### src/rtl/seg7_pkg.sv
// Shared seven-segment constants, digit table, BCD sizing helper and sequencer
// state type for the BCD display path. Segment patterns are active-low {g,f,e,d,c,b,a}.
package seg7_pkg;

    typedef enum logic [1:0] {
        IDLE = 2'd0,
        CONV = 2'd1,
        DONE = 2'd2
    } state_t;

    localparam logic [6:0] SEG_BLANK = 7'b1111111;
    localparam logic [6:0] SEG_DASH  = 7'b0111111;

    // Entry n is the pattern for decimal digit n.
    localparam logic [9:0][6:0] SEG_TABLE = {
        7'b0010000,  // 9
        7'b0000000,  // 8
        7'b1111000,  // 7
        7'b0000010,  // 6
        7'b0010010,  // 5
        7'b0011001,  // 4
        7'b0110000,  // 3
        7'b0100100,  // 2
        7'b1111001,  // 1
        7'b1000000   // 0
    };

    // Decimal digits needed to hold any data_w-bit unsigned magnitude.
    function automatic int nbcd_digits(input int data_w);
        return (data_w * 3) / 10 + 1;
    endfunction

endpackage

### src/rtl/seg7_encode.sv
// One seven-segment digit: maps a BCD nibble to segments, with dash taking
// priority over blank, then flips polarity for active-high displays.
module seg7_encode
    import seg7_pkg::*;
#(
    parameter int ACTIVE_LOW = 1
) (
    input  logic [3:0] digit,
    input  logic       blank,
    input  logic       dash,
    output logic [6:0] seg
);

    logic [6:0] raw_s;

    // Select active-low pattern; codes above 9 never occur but render blank.
    always_comb begin
        raw_s = SEG_BLANK;
        if (dash) begin
            raw_s = SEG_DASH;
        end else if (blank) begin
            raw_s = SEG_BLANK;
        end else if (digit <= 4'd9) begin
            raw_s = SEG_TABLE[digit];
        end else begin
            raw_s = SEG_BLANK;
        end
    end

    assign seg = (ACTIVE_LOW != 0) ? raw_s : ~raw_s;

endmodule

### src/rtl/bcd_display_seq.sv
// Sequential binary-to-seven-segment display driver: accepts a signed/unsigned
// value, converts its magnitude with a shift-add-3 engine, and holds registered digits.
module bcd_display_seq
    import seg7_pkg::*;
#(
    parameter int DATA_W     = 32,
    parameter int DIGITS     = 8,
    parameter int BLANK_LZ   = 1,
    parameter int ACTIVE_LOW = 1
) (
    input  logic                  clk,
    input  logic                  rst_n,
    input  logic                  in_valid,
    output logic                  in_ready,
    input  logic [DATA_W-1:0]     in_data,
    input  logic                  in_signed,
    output logic [7*DIGITS-1:0]   seg_out,
    output logic [6:0]            sign_seg,
    output logic                  ovf,
    output logic                  busy,
    output logic                  done
);

    localparam int NBCD = nbcd_digits(DATA_W);
    localparam int BW   = 4 * NBCD;
    localparam int NPAD = (NBCD > DIGITS) ? NBCD : DIGITS;
    localparam int PW   = 4 * NPAD;
    localparam int CW   = $clog2(DATA_W);
    localparam logic [CW-1:0] LAST_CNT  = CW'(DATA_W - 1);
    localparam logic [6:0]    BLANK_OUT = (ACTIVE_LOW != 0) ? SEG_BLANK : ~SEG_BLANK;
    localparam logic [6:0]    DASH_OUT  = (ACTIVE_LOW != 0) ? SEG_DASH  : ~SEG_DASH;

    state_t                   state_r;
    state_t                   state_nxt_s;
    logic                     in_ready_s;
    logic                     busy_s;
    logic                     accept_s;
    logic                     load_s;
    logic                     last_s;
    logic                     neg_in_s;
    logic [DATA_W-1:0]        mag_in_s;

    logic                     neg_r;
    logic [DATA_W-1:0]        mag_r;
    logic [BW-1:0]            bcd_r;
    logic [BW-1:0]            bcd_adj_s;
    logic [CW-1:0]            cnt_r;

    logic [PW-1:0]            bcd_pad_s;
    logic                     ovf_s;
    int                       msd_s;
    logic [DIGITS-1:0][3:0]   disp_digit_s;
    logic [DIGITS-1:0]        disp_blank_s;
    logic [DIGITS-1:0][6:0]   enc_seg_s;

    logic [7*DIGITS-1:0]      seg_r;
    logic [6:0]               sign_r;
    logic                     ovf_r;
    logic                     done_r;

    // State register.
    always_ff @(posedge clk or negedge rst_n) begin
        if (!rst_n) begin
            state_r <= IDLE;
        end else begin
            state_r <= state_nxt_s;
        end
    end

    // Next-state logic.
    always_comb begin
        state_nxt_s = state_r;
        case (state_r)
            IDLE: begin
                if (in_valid) begin
                    state_nxt_s = CONV;
                end else begin
                    state_nxt_s = IDLE;
                end
            end
            CONV: begin
                if (last_s) begin
                    state_nxt_s = DONE;
                end else begin
                    state_nxt_s = CONV;
                end
            end
            DONE:    state_nxt_s = IDLE;
            default: state_nxt_s = IDLE;
        endcase
    end

    // State-decoded control outputs.
    always_comb begin
        in_ready_s = 1'b0;
        busy_s     = 1'b0;
        accept_s   = 1'b0;
        load_s     = 1'b0;
        case (state_r)
            IDLE: begin
                in_ready_s = 1'b1;
                accept_s   = in_valid;
            end
            CONV: begin
                busy_s = 1'b1;
            end
            DONE: begin
                busy_s = 1'b1;
                load_s = 1'b1;
            end
            default: begin
                in_ready_s = 1'b0;
            end
        endcase
    end

    assign last_s   = (cnt_r == LAST_CNT);
    assign neg_in_s = (in_signed != 1'b0) & in_data[DATA_W-1];
    // Plain negate handles the most-negative value: its magnitude fits unsigned.
    assign mag_in_s = neg_in_s ? (~in_data + DATA_W'(1)) : in_data;

    // Add-3 correction on every nibble that would reach 10 or more after the shift.
    always_comb begin
        bcd_adj_s = bcd_r;
        for (int k = 0; k < NBCD; k++) begin
            if (bcd_r[4*k +: 4] >= 4'd5) begin
                bcd_adj_s[4*k +: 4] = bcd_r[4*k +: 4] + 4'd3;
            end else begin
                bcd_adj_s[4*k +: 4] = bcd_r[4*k +: 4];
            end
        end
    end

    // Conversion datapath: capture on accept, shift one bit per CONV cycle.
    always_ff @(posedge clk or negedge rst_n) begin
        if (!rst_n) begin
            neg_r <= 1'b0;
            mag_r <= '0;
            bcd_r <= '0;
            cnt_r <= '0;
        end else if (accept_s) begin
            neg_r <= neg_in_s;
            mag_r <= mag_in_s;
            bcd_r <= '0;
            cnt_r <= '0;
        end else if (state_r == CONV) begin
            bcd_r <= {bcd_adj_s[BW-2:0], mag_r[DATA_W-1]};
            mag_r <= {mag_r[DATA_W-2:0], 1'b0};
            cnt_r <= cnt_r + CW'(1);
        end else begin
            neg_r <= neg_r;
            mag_r <= mag_r;
            bcd_r <= bcd_r;
            cnt_r <= cnt_r;
        end
    end

    assign bcd_pad_s = PW'(bcd_r);

    // Overflow, most significant nonzero digit, and per-digit blanking.
    always_comb begin
        ovf_s        = 1'b0;
        msd_s        = 0;
        disp_digit_s = '0;
        disp_blank_s = '0;
        for (int k = 0; k < NPAD; k++) begin
            if (bcd_pad_s[4*k +: 4] != 4'd0) begin
                msd_s = k;
                if (k >= DIGITS) begin
                    ovf_s = 1'b1;
                end else begin
                    ovf_s = ovf_s;
                end
            end else begin
                msd_s = msd_s;
            end
        end
        for (int k = 0; k < DIGITS; k++) begin
            disp_digit_s[k] = bcd_pad_s[4*k +: 4];
            disp_blank_s[k] = (BLANK_LZ != 0) && (k > msd_s);
        end
    end

    genvar g;
    generate
        for (g = 0; g < DIGITS; g++) begin : g_enc
            seg7_encode #(
                .ACTIVE_LOW (ACTIVE_LOW)
            ) u_enc (
                .digit (disp_digit_s[g]),
                .blank (disp_blank_s[g]),
                .dash  (ovf_s),
                .seg   (enc_seg_s[g])
            );
        end
    endgenerate

    // Display registers hold the last result until the next conversion finishes.
    always_ff @(posedge clk or negedge rst_n) begin
        if (!rst_n) begin
            seg_r  <= {DIGITS{BLANK_OUT}};
            sign_r <= BLANK_OUT;
            ovf_r  <= 1'b0;
            done_r <= 1'b0;
        end else begin
            done_r <= load_s;
            if (load_s) begin
                seg_r  <= enc_seg_s;
                sign_r <= neg_r ? DASH_OUT : BLANK_OUT;
                ovf_r  <= ovf_s;
            end else begin
                seg_r  <= seg_r;
                sign_r <= sign_r;
                ovf_r  <= ovf_r;
            end
        end
    end

    assign in_ready = in_ready_s;
    assign busy     = busy_s;
    assign seg_out  = seg_r;
    assign sign_seg = sign_r;
    assign ovf      = ovf_r;
    assign done     = done_r;

endmodule

### config.mk
export PLATFORM = sky130hd
export DESIGN_NAME = bcd_display_seq
export DESIGN_NICKNAME = d
export VERILOG_FILES = /design/src/rtl/seg7_pkg.sv /design/src/rtl/seg7_encode.sv /design/src/rtl/bcd_display_seq.sv
export SDC_FILE = /design/constraint.sdc
export NUM_CORES = 1
export LEC_CHECK = 0
export CAP_MARGIN = 20
export CORE_MARGIN = 2
export CORE_UTILIZATION = 59
export CTS_CLUSTER_DIAMETER = 80
export DETAILED_ROUTE_END_ITERATION = 10
export PLACE_DENSITY = 0.89
export SETUP_SLACK_MARGIN = 0.05
export SLEW_MARGIN = 10
export SYNTH_ARGS = -nofsm -noshare
export SYNTH_HDL_FRONTEND = slang
export SYNTH_HIERARCHICAL = 1
export SYNTH_SLANG_ARGS = --single-unit
### constraint.sdc
create_clock -name clk -period 7.7 [get_ports clk]
set_input_delay 1.54 -clock clk [delete_from_list [all_inputs] [get_ports clk]]
set_output_delay 1.54 -clock clk [all_outputs]
set_load 0.05 [all_outputs]
# Word level (Yosys, flattened, before mapping)
# Memories as Yosys holds them, arrays and structs flattened.
# Cells that the tools add are included.
# Widths: inputs -> output; s select.
# classes
add_sub_neg,12
multipliers,0
div,0
order_cmp,34
n_eq_ne,3
n_shift,0
mux,68
bitwise_logic,2
n_reduce_logical,12
# ops
operator,count
$mux 32,11
$mux 7,33
$gt 4x32->1 const A,4
$mux 40,2
$gt 3x32->1 const A,2
$ge 4x3->1 const B,10
$lt 4x5->1 const B,8
$add 4x2->4 const B,9
$mux 4,9
$reduce_bool 4->1,9
$add 32x1->32 const B,1
$gt 1x32->1 const A,1
$gt 2x32->1 const A,1
$le 4x4->1 const B,8
$not 32->32,1
$mux 5,2
$mux 1,8
$add 5x1->5 const B,1
$eq 5x5->1 const B,1
$pmux 2 s2,1
$add 3x2->3 const B,1
$mux 3,1
$eq 2x1->1 const B,1
$eq 2x2->1 const B,1
other kinds (5),5
# totals
register_bits,145
latch_bits,0
mem_bits_rw,0
rom_bits,896
inputBits,36
output_inout_bits,67
n_memories,8
# mem_list
memory,depth,word_bits,read_ports,rd_ports_with_merged_regs,write_ports,line_no,source
(name not given),16,7,1,0,0,seg7_encode.sv:24,raw_s = SEG_TABLE[digit];
(name not given),16,7,1,0,0,seg7_encode.sv:24,
(name not given),16,7,1,0,0,seg7_encode.sv:24,
(name not given),16,7,1,0,0,seg7_encode.sv:24,
(name not given),16,7,1,0,0,seg7_encode.sv:24,
(name not given),16,7,1,0,0,seg7_encode.sv:24,
2 more memories,-,-,-,-,-,-,

# Longest topological paths before layout
# Gate-level depths: netlist (run 1).
# logic_depth
ltp_word,13
ltp_mapped,12
depth_no_buf,12

# Modules after synthesis
# The synthesis (run 1) kept the hierarchy.
# by_module_without_submodules
mod,n_inst,cells_per_inst,area_each_um2
bcd_display_seq,1,726,7528.5
seg7_encode,8,31,230.2

# Least setup slack after synthesis (run 1)
# OpenSTA, ideal clock, no wires.
# synth_path
path_type,reg-to-reg
from,"reg bcd_r[32], in the netlist bcd_pad_s[32]"
to,"reg seg_r[13], in the netlist seg_out[13]"
setup_time_ns,0.061
arrival_ns,3.168
required_ns,7.639
slack_ns,4.471
path_stages_with_launch,13
path_buffers,0
period_less_slack_ns,3.229
path_cell_list,dfrtp_1 > inv_1 > ha_1 > nor3b_1 > nand3_1 > nor3_1 > nand2_1 > inv_2 > nand2_1 > a21oi_1 > a21oi_1 > a21oi_1 > mux2_1
# synth_lines
element,line_no,source
"start, declared",bcd_display_seq.sv:45,logic [BW-1:0] bcd_r;
"start signal, assigned",bcd_display_seq.sv:147,"bcd_r <= {bcd_adj_s[BW-2:0], mag_r[DATA_W-1]};"
"start signal, assigned",bcd_display_seq.sv:153,bcd_r <= bcd_r;
"end signal, assigned",bcd_display_seq.sv:201,seg_r <= {DIGITS{BLANK_OUT}};
"end signal, assigned",bcd_display_seq.sv:208,seg_r <= enc_seg_s;
"end signal, assigned",bcd_display_seq.sv:212,seg_r <= seg_r;
"end, declared",bcd_display_seq.sv:56,logic [7*DIGITS-1:0] seg_r;

# Worst setup path after layout (run 1)
# layout_path
from,reg state_r[0]
to,out busy
# layout_via
elab_chain_len,3
# layout_lines
element,line_no,source
"start, declared",bcd_display_seq.sv:33,state_t state_r;
"start signal, assigned",bcd_display_seq.sv:66,state_r <= state_nxt_s;
$eq 2x1->1 or $eq 2x2->1 (tied branches),bcd_display_seq.sv:99,case (state_r)
$reduce_or 2->1 (no line) (*),-,
$mux 1 (*),bcd_display_seq.sv:99,
"end, declared",bcd_display_seq.sv:20,"output logic busy,"
# Every way passes the cells marked *; elsewhere a longest branch is shown, timed or not.

==> results.md, run 1 <==
* R2R Setup Slk at 4.46 ns
* Vias at 7114
* Post-CTS sizing at 0
* Final non-filler cell total at 1277
* H-tree Lvls at 4
* Max capacitance violation total at 0
* Sum Neg Setup Slack at 0 ns
* Final Hold Fails at 0
* Area post-placement at 10400 µm²
* Total CTS buffers at 17
* RSZ-0062 raised after global routing: false
* Multi-input logic area at 5390 µm²
* Synth top area cells: dfrtp_1 22%, dfstp_2 16%, ha_1 9.3%
* Commonest cells in the netlist: 105 x nand2_1, 91 x a21oi_1, 82 x dfrtp_1, 70 x ha_1, 58 x mux2_1
* Outcome: completed
* Num ports at 103
* FF-to-FF path depth at 12
* Reg2reg start: bcd_pad_s[28]
* Hold buffers post-CTS at 0
* Min Clock Period, post-route at 3.55 ns
* P_leak at 4.48 nW
* Std-Cell Rows at 46
* Fin Hold WS at 0.425 ns
* Core area at 15700 µm²
* Cell Area, Synth at 9370 µm²
* Cell chain of the critical path: inv_1 > ha_1 > clkdlybuf4s50_1
* Seq cells post-synth at 139
* Design area at 11000 µm²
* Antenna violations before repair at 0
* Post-DP HPWL at 12500 µm
* Die W at 130 µm
* Clock sinks at 139
* RR Endpoint: seg_out[11]
* Largest net degree at the start of global routing at 107
* Netlist cell types at 60
* Slowest stage delay, CP at 0.81 ns
* Global route total overflow at 0
* Fillers at 1128
* Prevailing post-synth register cell: dfrtp_1
* Placed Cells at 1244
* Synth Instances at 974
* Fraction of layout cells with a size suffix above 1 at 12.1%
* Initial DRC Count at 514
* Via density at 5.57
* Clock transition at path regs at 0.06 ns
* Synthesized area per cell at 9.62 µm²
* FFs w/ async S/R, synth at 100%
* Most common cell in the netlist: nand2_1
* Crit-path slowest cell: clkdlybuf4s50_1
* Hold Startpoint: neg_r
* Period utilization at 46.2%
* Final Total Pwr at 3.80 mW
* Crit path kind: register to primary output
* Total iterations of the first detailed-routing run at 5
* Measured slew at the worst slew-check pin at 0.963 ns
* EDFF count, synth at 0
* Hold depth at 1
* Worst VDD drop at 0.176 mV
* Arr. time, crit path at 2.01 ns
* CP Launch Type: register
* CTS max path bufs at 2
* Rel. slew slack at 35.8%
* GRT Overall Usage at 23.7%
* Number of synthesis warnings at 6
* Postcts setup bufs at 0
* Wire per inst at 14.9 µm
* # setup viols final at 0
* Die Height at 130 µm
* P&R area growth vs syn at 17.7%
* Die area at 16900 µm²
* Register area share after synthesis at 37.9%
* Hold Crit Class: register to register
* Hold EP: sign_seg[6]
* CP Max Fanout at 2
* DRT Wirelength at 19100 µm
* Routability Congestion at 0.924
* Root Driver: clkbuf_16
* Worst Setup End Kind: primary output
* Synth top area share at 21.9%
* Pwr per Cell Area at 345 nW/µm²
* CTS tree: built
* Nets at 1154
* First-pass GRT wire length at 32200 µm
* Worst Skew at 0.00807 ns
* Worst skew pair latency at 0.42 ns
* Port bufs at 96
* Seq. cell area at 3550 µm²
* WP data required at 6.16 ns
* Initial core utilization at 59.6%
* DRC at 0
* Vias in the first global route at 6782
* Area leader, netlist: dfrtp_1
* Peak Freq at 281 MHz
* Antenna Violating Nets Remaining at 0
* ANT cells at 0
* Slew Viols, Final at 0
[layout by cell type, fill, tap and decap left out, drive strengths merged, types with 6 or more instances in the layout]
cell type      instances
a211oi                32
a21o                  17
a21oi                 91
a31oi                  8
and2                   6
and2b                  8
buf                    6
clkbuf                25
clkdlybuf4s50         95
conb                   8
dfrtp                 82
dfstp                 57
ha                    70
inv                   52
mux2                  59
mux2i                 24
nand2                105
nand2b                11
nand3                 22
nor2                  46
nor2b                 25
nor3                  12
o211ai                19
o21a                   8
o21ai                 56
o21bai                 8
or2                    9
or2b                   8
xnor2                 31
xor2                  17
[power breakdown]
group          internal, mW  switching, mW
logic                 0.776          0.936
clock network         0.550          0.301
registers             0.941          0.298
[flip-flops by register name, summed over array words and instances (netlist names), 2 cells and up]
signal and cells:
mag_r 32, cnt_r 5, seg_out 56, bcd_pad_s 40, state_r 2
[how the worst max path moves through the flow]
| stage | startpoint | end | cells after the start |
|---|---|---|---|
| detailed placement | in_data[0] | mag_r[26] | 8 |
| finish | state_r[0] | busy | 3 |
| global route | state_r[0] | busy | 3 |
| floorplan | bcd_pad_s[32] | seg_out[13] | 12 |
| global placement | in_data[7] | mag_r[25] | 6 |
| CTS | state_r[0] | busy | 3 |
[metal layers]
| metal | GRT usage [%] | wire [µm] | vias up |
|---|---|---|---|
| met5 | 0 | 0 | - |
| met4 | 8.41 | 362 | 0 |
| met3 | 4.84 | 802 | 31 |
| met2 | 40.1 | 9500 | 162 |
| met1 | 30.3 | 8430 | 3404 |
| li1 | - | - | 3517 |
[cells by family (layout without fill, tap and decap cells)]
family / count (synthesis) / in the layout / synth area share (%)
multiplexers: 83 / 83 / 9.65
flip-flops: 139 / 139 / 37.9
buffers and inverters: 104 / 185 / 5.07
other: 2 / 8 / 0.0801
AND/OR/NAND/NOR: 275 / 275 / 15.0
XOR/XNOR: 48 / 48 / 4.49
adder cells (fa/ha/maj): 70 / 70 / 9.35
AO/OA/AOI/OAI: 253 / 253 / 18.5
[cell type report]
class | instances | area share (%)
Inverter | 52 | 1.77
Timing Repair Buffer | 101 | 9.25
Sequential cell | 139 | 32.2
Clock buffer | 25 | 4.22
Tap cell | 216 | 2.45
Multi-Input combinational cell | 737 | 48.8
Clock inverter | 7 | 1.26
[metrics by stage]
| step | worst slack [ns] | utilization, % |
|---|---|---|
| 5_1_grt | 4.08 | 70.2 |
| 3_3_place_gp | 4.06 | 66.1 |
| 6_report | 4.15 | 70.2 |
| 2_1_floorplan | 4.47 | - |
| 3_5_place_dp | 4.02 | 66.1 |
| 4_1_cts | 4.12 | 70.0 |
[worst max-delay path, delay by kind of cell (launching register included)]
| family | cells | cell delay [ns] |
|---|---|---|
| flops | 1 | 0.40 |
| buf+inv | 2 | 0.90 |
| fa+ha+maj | 1 | 0.30 |
(Power assumes the default switching activity.)
==> run 2, diff against run 1 <==
- CORE_UTILIZATION: 59 -> 52
- PLACE_DENSITY: 0.89 -> 0.83
- clock period: 7.7 -> 3.05 ns (I/O delays scaled with it)
==> results.md, run 2 (synthesis results as in run 1) <==
* Port bufs at 96 (unchanged)
* Most frequent cells in the layout: 105 x nand2_1, 95 x clkdlybuf4s50_1, 91 x a21oi_1 (unchanged)
* Min Clock Period, post-route at 2.60 ns
* Post-CTS sizing at 0 (unchanged)
* Worst skew pair latency at 0.43 ns (was 0.42 ns)
* Via density at 5.51 (was 5.57)
* CP delay by family, top: buffers and inverters (unchanged)
* Global route total overflow at 0 (unchanged)
* Reg2reg start: bcd_pad_s[25] (was bcd_pad_s[28])
* WP data required at 2.44 ns (was 6.16 ns)
* H-tree Lvls at 4 (unchanged)
* Critical path buffer and inverter count at 2 (unchanged)
* CP Max Fanout at 2 (unchanged)
* Initial DRC Count at 457 (was 514)
* GRT Overall Usage at 21.2% (was 23.7%)
* Largest net degree at the start of global routing at 69 (was 107)
* RSZ-0062 raised after global routing: false (unchanged)
* Setup WS post-layout at 0.449 ns (was 4.15 ns)
* Wire per inst at 14.9 µm (about the same)
* # setup viols final at 0 (unchanged)
* Hold Crit Class: primary input to async pin (was register to register)
* First-pass GRT wire length at 34200 µm (was 32200 µm)
* Sw Ratio at 41.1% (was 40.4%)
* Core area at 17800 µm² (was 15700 µm²)
* Arr. time, crit path at 1.99 ns (was 2.01 ns)
* Die area at 19100 µm² (was 16900 µm²)
* Pre-CTS WS at 0.368 ns (was 4.02 ns)
* Max capacitance violation total at 0 (unchanged)
* Antenna Violating Nets Remaining at 0 (unchanged)
* Die Height at 138 µm (was 130 µm)
* Internal power at 5.70 mW (was 2.27 mW)
* Worst VDD drop at 0.528 mV (was 0.176 mV)
* Routability Congestion at 0.885 (was 0.924)
* Post-DP HPWL at 13300 µm (was 12500 µm)
* Slowest stage delay, CP at 0.80 ns (was 0.81 ns)
* Worst Skew at 0.00899 ns (was 0.00807 ns)
* Root Driver: clkbuf_16 (unchanged)
* Max FFs per register at 56 (unchanged)
* Cell chain of the critical path: inv_1 > ha_1 > clkdlybuf4s50_1 (unchanged)
* Peak Freq at 385 MHz
* Sequential Power Share at 31.7% (was 32.6%)
* Outcome: completed (unchanged)
* Fraction of layout cells with a size suffix above 1 at 13.9% (was 12.1%)
* Vias in the first global route at 7230 (was 6782)
* Worst Setup End Kind: primary output (unchanged)
* Slew Viols, Final at 0 (unchanged)
* Postcts setup bufs at 0 (unchanged)
* Period utilization at 85.3%
* Hold buffers post-CTS at 0 (unchanged)
* FF-to-FF path depth at 12 (unchanged)
* Std-Cell Rows at 49 (was 46)
* Measured slew at the worst slew-check pin at 0.661 ns (was 0.963 ns)
* Die W at 138 µm (was 130 µm)
* ANT cells at 0 (unchanged)
* Initial core utilization at 52.5% (was 59.6%)
* R2R Setup Slk at 0.47 ns (was 4.46 ns)
* Vias at 7180 (was 7114)
* Stages on worst setup path at 3 (unchanged)
* Final Hold Fails at 0 (unchanged)
* Nets at 1167 (was 1154)
* DRC at 0 (unchanged)
* Clock transition at path regs at 0.07 ns (was 0.06 ns)
* Clock sinks at 139 (unchanged)
* DRT Wirelength at 19400 µm (was 19100 µm)
* CTS tree: built (unchanged)
* Pwr per Cell Area at 866 nW/µm² (was 345 nW/µm²)
* RR Endpoint: seg_out[12] (was seg_out[11])
* Crit-path slowest cell: clkdlybuf4s50_1 (unchanged)
* Clock share of power at 22.2% (was 22.4%)
* Total CTS buffers at 17 (unchanged)
* Combinational group share of total power at 46.1% (was 45.0%)
* Sw Pwr at 3.98 mW (was 1.54 mW)
* Crit path kind: register to primary output (unchanged)
* P&R area growth vs syn at 19.2% (was 17.7%)
* Rel. slew slack at 56.0% (was 35.8%)
* Num ports at 103 (unchanged)
* Antenna violations before repair at 0 (unchanged)
* CTS max path bufs at 2 (unchanged)
* Leading cell type in the layout, fill and taps excluded: nand2_1 (unchanged)
* P_leak at 4.55 nW (was 4.48 nW)
* Total iterations of the first detailed-routing run at 5 (unchanged)
* Sum Neg Setup Slack at 0 ns (unchanged)
* CP Launch Type: register (unchanged)
[run 2: cell types whose count changed in the layout (fill, tap and decap cells not counted), sizes merged]
cell / delta
buf: +13
clkbuf: -8
inv: +5
clkinvlp: +4
bufinv: -1
[run 2: how the worst max path moves through the flow]
| stage | slack [ns] | endpoint | startpoint |
|---|---|---|---|
| after floorplan | 0.16 | seg_out[13] | bcd_pad_s[32] |
| after global placement | 0.35 | mag_r[30] | in_data[7] |
| after detailed placement | 0.37 | mag_r[30] | in_data[7] |
| after CTS | 0.43 | busy | state_r[0] |
| after global routing | 0.24 | seg_out[12] | bcd_pad_s[25] |
| final | 0.45 | busy | state_r[0] |
[run 2: power groups by stage]
stage	Sequential, mW	Combinational, mW	Clock, mW
detailed placement	3.07	4.40	0
global placement	3.05	4.22	0
finish	3.06	4.46	2.15
floorplan	2.87	3.70	0
global route	3.17	5.05	2.27
CTS	3.05	4.48	2.18
[run 2: routing by layer]
metal | global-route usage, % | part of all wire [%]
met4 | 7.79 | 2.3
met5 | 0 | 0
met2 | 36.0 | 50
met1 | 27.1 | 44
met3 | 3.98 | 3.9
[run 2: cell type report]
type,instances,area (µm²)
timing repair buffer,114,1130
multi-input combinational,737,5390
tap,229,287
fill,1422,6670
inverter,52,195
clock buffer,17,425
clock inverter,15,189
sequential,139,3550
[run 2: through the flow]
| stage | util (%) | hold slack [ns] | instance area [µm²] | instances | total power, mW |
|---|---|---|---|---|---|
| after detailed placement | 59.2 | 0.425 | 10600 | 1271 | 7.47 |
| after CTS | 62.6 | 0.221 | 11200 | 1303 | 9.71 |
| final | 62.6 | 0.208 | 11200 | 1303 | 9.67 |
| after global routing | 62.6 | 0.241 | 11200 | 1303 | 10.5 |
| after global placement | 59.2 | 0.407 | 10600 | 1271 | 7.27 |
| after floorplan | - | 0.314 | 9400 | 980 | 6.57 |
[run 2: worst register-to-register path, stage by stage (launching register included)]
cell and delay, ns:
dfrtp_1 0.46, inv_1 0.11, ha_1 0.21, nor3b_1 0.29, nand2_1 0.17, nor3_1 0.25, nand2_1 0.14, inv_2 0.12
nand2_1 0.07, a21oi_1 0.33, a211oi_4 0.09, o21ai_0 0.12, mux2_1 0.16
